==> src/rtl/flip_input_ctrl.sv <==
// Flipper button front-end: per-side synchronizer, debounce FSM and hold-time limiter
// producing level move commands and one-cycle press strobes.
module flip_input_ctrl #(
   parameter int unsigned SYNC_STAGES     = 2,
   parameter int unsigned DEBOUNCE_CYCLES = 1000000,
   parameter int unsigned MAX_HOLD_CYCLES = 100000000
) (
   input  logic clk,
   input  logic rst,
   input  logic enable,
   input  logic btn_left_n,
   input  logic btn_right_n,
   output logic move_left_flip,
   output logic move_right_flip,
   output logic press_left_pulse,
   output logic press_right_pulse
);

   localparam logic [31:0] DbLast   = 32'(DEBOUNCE_CYCLES - 1);
   localparam logic [31:0] HoldLast = 32'(MAX_HOLD_CYCLES - 1);
   localparam bit          HoldEn   = (MAX_HOLD_CYCLES != 0);

   // Bit 2 set exactly in the states that raise the flipper, so move is a plain flop output.
   typedef enum logic [2:0] {
      StIdle      = 3'b000,
      StArming    = 3'b001,
      StLockout   = 3'b010,
      StHeld      = 3'b100,
      StDisarming = 3'b101
   } state_e;

   logic [1:0]             w_btn_n;
   logic [1:0]             w_pressed;
   logic [SYNC_STAGES-1:0] r_sync [2];

   state_e      r_state [2];
   state_e      w_state_d [2];
   logic [31:0] r_db_cnt [2];
   logic [31:0] w_db_cnt_d [2];
   logic [31:0] r_hold_cnt [2];
   logic [31:0] w_hold_cnt_d [2];
   logic [1:0]  r_pulse;
   logic [1:0]  w_pulse_d;

   assign w_btn_n = {btn_right_n, btn_left_n};

   // Synchronizers keep running while disabled; reset loads the released (high) level.
   always_ff @(posedge clk) begin
      for (int s = 0; s < 2; s++) begin
         if (rst) begin
            r_sync[s] <= '1;
         end else begin
            r_sync[s] <= {r_sync[s][SYNC_STAGES-2:0], w_btn_n[s]};
         end
      end
   end

   always_comb begin
      for (int s = 0; s < 2; s++) begin
         w_pressed[s] = ~r_sync[s][SYNC_STAGES-1];
      end
   end

   always_ff @(posedge clk) begin
      for (int s = 0; s < 2; s++) begin
         if (rst) begin
            r_state[s]    <= StIdle;
            r_db_cnt[s]   <= '0;
            r_hold_cnt[s] <= '0;
            r_pulse[s]    <= 1'b0;
         end else begin
            r_state[s]    <= w_state_d[s];
            r_db_cnt[s]   <= w_db_cnt_d[s];
            r_hold_cnt[s] <= w_hold_cnt_d[s];
            r_pulse[s]    <= w_pulse_d[s];
         end
      end
   end

   always_comb begin
      for (int s = 0; s < 2; s++) begin
         w_state_d[s]    = r_state[s];
         w_db_cnt_d[s]   = r_db_cnt[s];
         w_hold_cnt_d[s] = r_hold_cnt[s];
         w_pulse_d[s]    = 1'b0;
         if (!enable) begin
            w_state_d[s]    = StIdle;
            w_db_cnt_d[s]   = '0;
            w_hold_cnt_d[s] = '0;
         end else begin
            unique case (r_state[s])
               StIdle: begin
                  if (w_pressed[s]) begin
                     w_state_d[s]  = StArming;
                     w_db_cnt_d[s] = '0;
                  end
               end
               StArming: begin
                  if (!w_pressed[s]) begin
                     w_state_d[s] = StIdle;
                  end else if (r_db_cnt[s] == DbLast) begin
                     w_state_d[s]    = StHeld;
                     w_hold_cnt_d[s] = '0;
                     w_pulse_d[s]    = 1'b1;
                  end else begin
                     w_db_cnt_d[s] = r_db_cnt[s] + 32'd1;
                  end
               end
               StHeld: begin
                  w_hold_cnt_d[s] = r_hold_cnt[s] + 32'd1;
                  if (HoldEn && r_hold_cnt[s] == HoldLast) begin
                     w_state_d[s]  = StLockout;
                     w_db_cnt_d[s] = '0;
                  end else if (!w_pressed[s]) begin
                     w_state_d[s]  = StDisarming;
                     w_db_cnt_d[s] = '0;
                  end
               end
               StDisarming: begin
                  w_hold_cnt_d[s] = r_hold_cnt[s] + 32'd1;
                  if (w_pressed[s]) begin
                     w_state_d[s] = StHeld;
                  end else if (r_db_cnt[s] == DbLast) begin
                     w_state_d[s] = StIdle;
                  end else if (HoldEn && r_hold_cnt[s] == HoldLast) begin
                     w_state_d[s]  = StLockout;
                     w_db_cnt_d[s] = '0;
                  end else begin
                     w_db_cnt_d[s] = r_db_cnt[s] + 32'd1;
                  end
               end
               StLockout: begin
                  if (w_pressed[s]) begin
                     w_db_cnt_d[s] = '0;
                  end else if (r_db_cnt[s] == DbLast) begin
                     w_state_d[s] = StIdle;
                  end else begin
                     w_db_cnt_d[s] = r_db_cnt[s] + 32'd1;
                  end
               end
               default: begin
                  w_state_d[s]    = StIdle;
                  w_db_cnt_d[s]   = '0;
                  w_hold_cnt_d[s] = '0;
               end
            endcase
         end
      end
   end

   always_comb begin
      move_left_flip    = r_state[0][2];
      move_right_flip   = r_state[1][2];
      press_left_pulse  = r_pulse[0];
      press_right_pulse = r_pulse[1];
   end

endmodule

==> config.mk <==
export PLATFORM = sky130hd
export DESIGN_NAME = flip_input_ctrl
export DESIGN_NICKNAME = d
export VERILOG_FILES = /design/src/rtl/flip_input_ctrl.sv
export SDC_FILE = /design/constraint.sdc
export NUM_CORES = 1
export LEC_CHECK = 0
export CORE_AREA = 2 2 127 129
export DETAILED_ROUTE_END_ITERATION = 8
export DIE_AREA = 0 0 129 131
export PLACE_DENSITY = 0.66
export SYNTH_ARGS = -nofsm -noshare
export SYNTH_HDL_FRONTEND = slang
export SYNTH_SLANG_ARGS = --single-unit
==> constraint.sdc <==
create_clock -name clk -period 5.27 [get_ports clk]
set_input_delay 1.054 -clock clk [delete_from_list [all_inputs] [get_ports clk]]
set_output_delay 1.054 -clock clk [all_outputs]
set_load 0.02 [all_outputs]
Word-level counts from Yosys, hierarchy flattened:

Memories as Yosys holds them, arrays and structs flattened.
Index checks and enable logic that the tools add are counted.

* output and inout port bits: 4
* memories: 4
* memory bits (writable): 138
* latch bits: 0
* word-level logic and storage cells: 108
* input bits: 5
* flip-flop bits (word level): 2
* ROM bits: 0

* equality and inequality tests: 12
* multiply operators: 0
* reductions and logical operators: 8
* add/subtract/negate cells: 4
* div/mod/pow operators: 0
* $lt $le $gt $ge: 0
* multiplexer cells: 67
* bitwise logic cells: 11
* shift-type cells: 0

Memories
* r_db_cnt: depth 2, width 32, rd ports 2, clocked after memory_dff 0, wr ports 2, RTL line 38 `logic [31:0] r_db_cnt [2];`
* r_hold_cnt: depth 2, width 32, rd ports 2, clocked after memory_dff 0, wr ports 2, RTL line 40 `logic [31:0] r_hold_cnt [2];`
* r_state: depth 2, width 3, rd ports 2, clocked after memory_dff 0, wr ports 2, RTL line 36 `state_e r_state [2];`
* r_sync: depth 2, width 2, rd ports 2, clocked after memory_dff 0, wr ports 2, RTL line 34 `logic [SYNC_STAGES-1:0] r_sync [2];`

Operators with widths (number)
* $mux W32: 30
* $pmux W32 S5: 2
* $pmux W32 S3: 2
* $add A32 B1 Y32 const B: 4
* $mux W3: 24
* $eq A32 B20 Y1 const B: 2
* $eq A32 B27 Y1 const B: 2
* $pmux W3 S5: 2
* $eq A3 B3 Y1 const B: 4
* $or A1 B1 Y1: 8
* $reduce_or A2 Y1: 4
* $reduce_or A4 Y1: 2
* $eq A3 B1 Y1 const B: 2
* $eq A3 B2 Y1 const B: 2
* $logic_not A3 Y1: 2
* $mux W1: 5
* $mux W2: 2
* $not A1 Y1: 3

Longest topological paths before layout:

* depth in word-level cells: 7
* depth in mapped cells: 10
* gate-level depth less buffers: 7

Worst setup path before layout:

Ideal clock, no wire load.

* path kind: register -> register
* start point: memory r_db_cnt[0][0]
* end point: memory r_hold_cnt[0][28]
* data required time: 5200 ps
* library setup time: 70 ps
* arrival: 2551 ps
* period minus slack after synthesis: 2621 ps
* stages on the path, launching flop included: 9
* buffers on the path: 1
* setup slack: 2649 ps
* path through: dfxtp_1 ha_1 and4_1 nand2_1 o41a_1 or4_1 clkbuf_1 or4_1 a21oi_1

RTL lines (RTL line)
* start, declared: 38
* end, declared: 40

==> results.yml <==
status:
  status: "completed"
hold_path:
  hp-class: "reg2reg"
  hold_start: "r_sync[0][0]$_SDFF_PP1_"
  hold_depth: 1
  hold_end: "r_sync[0][1]$_SDFF_PP1_"
yosys:
  synthCells: 953
  synth.area.mux_share: 0.00132
  synth_compound_area_frac: 0.184
  synth-simple-area-share: 0.349
  ys_ff_latch: 140
  yosysWarningCount: 0
  synth_top_cell_area_share: 0.369
  yosysTopAreaCell: "dfxtp_1"
  synth_cell_type_count: 59
  avgSynthCellArea_um2: 7.96
  yosysSeqAreaShare: 0.369
  synth_area_leaders: "dfxtp_1 37%, nor2_1 4.9%, nand4_1 4.4%"
  synth_nets: 962
  synth_area_um2: 7590
  synth_top_family_by_area: "simple AND/OR/NAND/NOR gates"
  synthArstFlopShare: 0
  synth_edf_count: 0
  yosys.area_share.adder: 0.00659
  dominantRegCellSynth: "dfxtp_1"
  synth-xor-area-share: 0.0577
global_routing:
  busiest_layer: "met2"
  use_met2: 0.354
  grtUsageMet1: 0.325
  gr-total-overflow: 0
  antenna_found_initial: 0
  met3_usage: 0.0436
  grt_pass1_vias: 6250
  grt_use_total: 0.230
  grt_pass1_wl_um: 31600
  grt_start_max_net_pins: 33
critical_path:
  worstPathArrival_ns: 3.58
  cp.required_ns: 5.53
  rr_worst_depth: 6
  startpoint_type: "flop"
  cp-end-kind: "flop"
  reg2reg_to: "r_hold_cnt[1][8]$_SDFFE_PP0P_"
  timing.rr.start: "r_db_cnt[1][0]$_SDFFE_PP0P_"
  path_max_fanout: 29
  path_class: "reg2reg"
  r2r_slack_ns: 1.95
clock_tree:
  clkTransAtPathRegs_ns: 0.06
  cts_sinks: 140
  post_cts_resized: 0
  cts_max_level: 4
  cts_root_buf: "clkbuf_16"
  cts.path.max_buffers: 2
  cts_setup_buffers: 0
  clock_latency_ns: 0.43
  hold_buffers: 0
  cts_tree: "done"
  cts_inserted_buffers: 17
drt:
  first_pass_iters: 5
  drc: 0
  vias_per_cell: 6.25
  vias: 7282
  drt-initial-drc-count: 645
  wl_per_cell_um: 16.4
  postRouteWirelength_um: 19100
  ant_nets: 0
timing:
  rsz0062_at_grt: "false"
  maxClockFrequency_mhz: 302
  setup_viol: 0
  finalClockSkew_ns: 0.0106
  fin_crit_sh: 0.629
  report.final.slew_viol_count: 0
  whs_ns: 0.410
  relSlewSlack: 0.212
  setup_tns_ns: 0
  final-hold-violation-count: 0
  worstMarginPinSlew_ns: 1.18
  fin_crit_ns: 3.32
floorplanning:
  die_h_um: 131
  pin_count: 9
  die_x_um: 129
  initial_core_util: 0.487
  dieArea_um2: 16900
  core_area_um2: 15600
  rows: 46
layout:
  nNetsFinal: 945
  syn_to_final_growth_pct: 12.0
  num_antenna_cells: 0
  layout-drive-gt1-share: 0.0727
  final_common_cell: "dfxtp_1"
  mostFrequentLayoutCells: "140 x dfxtp_1, 99 x nor2_1, 64 x nand2_1, 64 x a21oi_1"
pwr:
  powerDensity_nw_per_um2: 294
  ir_worst_vdd_mv: 0.246
  p_leak_uw: 0.00250
placed_design:
  numPortBuffers: 8
  routabilityCongestion: 0.871
  place_hpwl_um: 12500
run:
  max_cap_viol_count: 0
logic make-up (layout without fill, tap and decap cells):
logic type | after synthesis | after routing
compound gates | 208 | 208
flops | 140 | 140
fa+ha+maj | 4 | 4
simple gates | 486 | 486
mux | 1 | 1
buf+inv | 64 | 60
xor+xnor | 50 | 50
worst max path at each step:
stage	startpoint	to	slack (ns)	depth (start not counted)
floorplan	r_db_cnt[0][0]$_SDFFE_PP0P_	r_hold_cnt[0][28]$_SDFFE_PP0P_	2.65	8
global placement	rst	r_db_cnt[0][15]$_SDFFE_PP0P_	1.98	6
detailed placement	r_db_cnt[1][0]$_SDFFE_PP0P_	r_hold_cnt[1][10]$_SDFFE_PP0P_	1.94	6
CTS	r_db_cnt[1][0]$_SDFFE_PP0P_	r_hold_cnt[1][8]$_SDFFE_PP0P_	1.95	6
global route	r_db_cnt[1][0]$_SDFFE_PP0P_	r_hold_cnt[1][8]$_SDFFE_PP0P_	1.67	6
finish	r_db_cnt[1][0]$_SDFFE_PP0P_	r_hold_cnt[1][8]$_SDFFE_PP0P_	1.95	6
synthesized netlist by cell type, drive strengths merged (4+ instances only):
cell and instances:
nand4 53, or3 24, clkbuf 50, nor2b 9
nor2 99, xor2 17, xnor2 33, nor3 37
a311oi 6, o21ai 34, a31o 5, o221a 7
and4 13, a31oi 20, and3 26, o41a 4
a211oi 13, a32o 5, nor4 37, o31ai 13
nand2b 11, ha 4, and2 6, nor4b 14
dfxtp 140, nand3 53, or4 23, inv 12
a41oi 5, o41ai 5, a21oi 64, or2 9
nand2 64, o21a 4
report_power, final:
part           total, µW  leakage, µW  switching (µW)  internal [µW]
Combinational       60.6      0.00106            42.8           17.8
Sequential          1060      0.00113            3.11           1060
Clock               1370     0.000316             485            887
routing by layer:
metal,vias up,routed length (µm),part of all wire
met5,-,0,0
li1,3616,-,-
met4,0,236,0.012
met1,3416,9320,0.49
met3,23,972,0.051
met2,227,8590,0.45
registers in the layout (all words and copies together) (netlist names):
name,cells
r_db_cnt,64
r_hold_cnt,64
r_state,6
r_sync,4
r_pulse,2
through the flow:
step / worst slack, ns / std cells / instance area [µm²] / util / total power [µW]
global placement: 1.98 / 1133 / 7830 / 0.502 / 1150
detailed placement: 1.94 / 1133 / 7830 / 0.502 / 1150
finish: 1.95 / 1165 / 8500 / 0.545 / 2500
CTS: 1.95 / 1165 / 8500 / 0.545 / 2510
global route: 1.67 / 1165 / 8500 / 0.545 / 2570
floorplan: 2.65 / 953 / 7590 / - / 1130
final cells by class:
type / count / area, µm²
multi-input cells: 749 / 4580
inverters: 12 / 45.0
repair buffers: 16 / 140
well taps: 216 / 270
fillers: 1447 / 7100
clock buffers: 17 / 425
clock inverters: 15 / 243
flip-flops and latches: 140 / 2800
worst max-delay path, stage by stage (launching register included):
cell	delay, ns
dfxtp_1	0.38
ha_1	0.25
and4_1	0.29
nand2_1	0.18
o41a_1	0.82
o21ai_2	1.07
nor2_1	0.13
No activity file was read; power rests on OpenSTA's default activity.
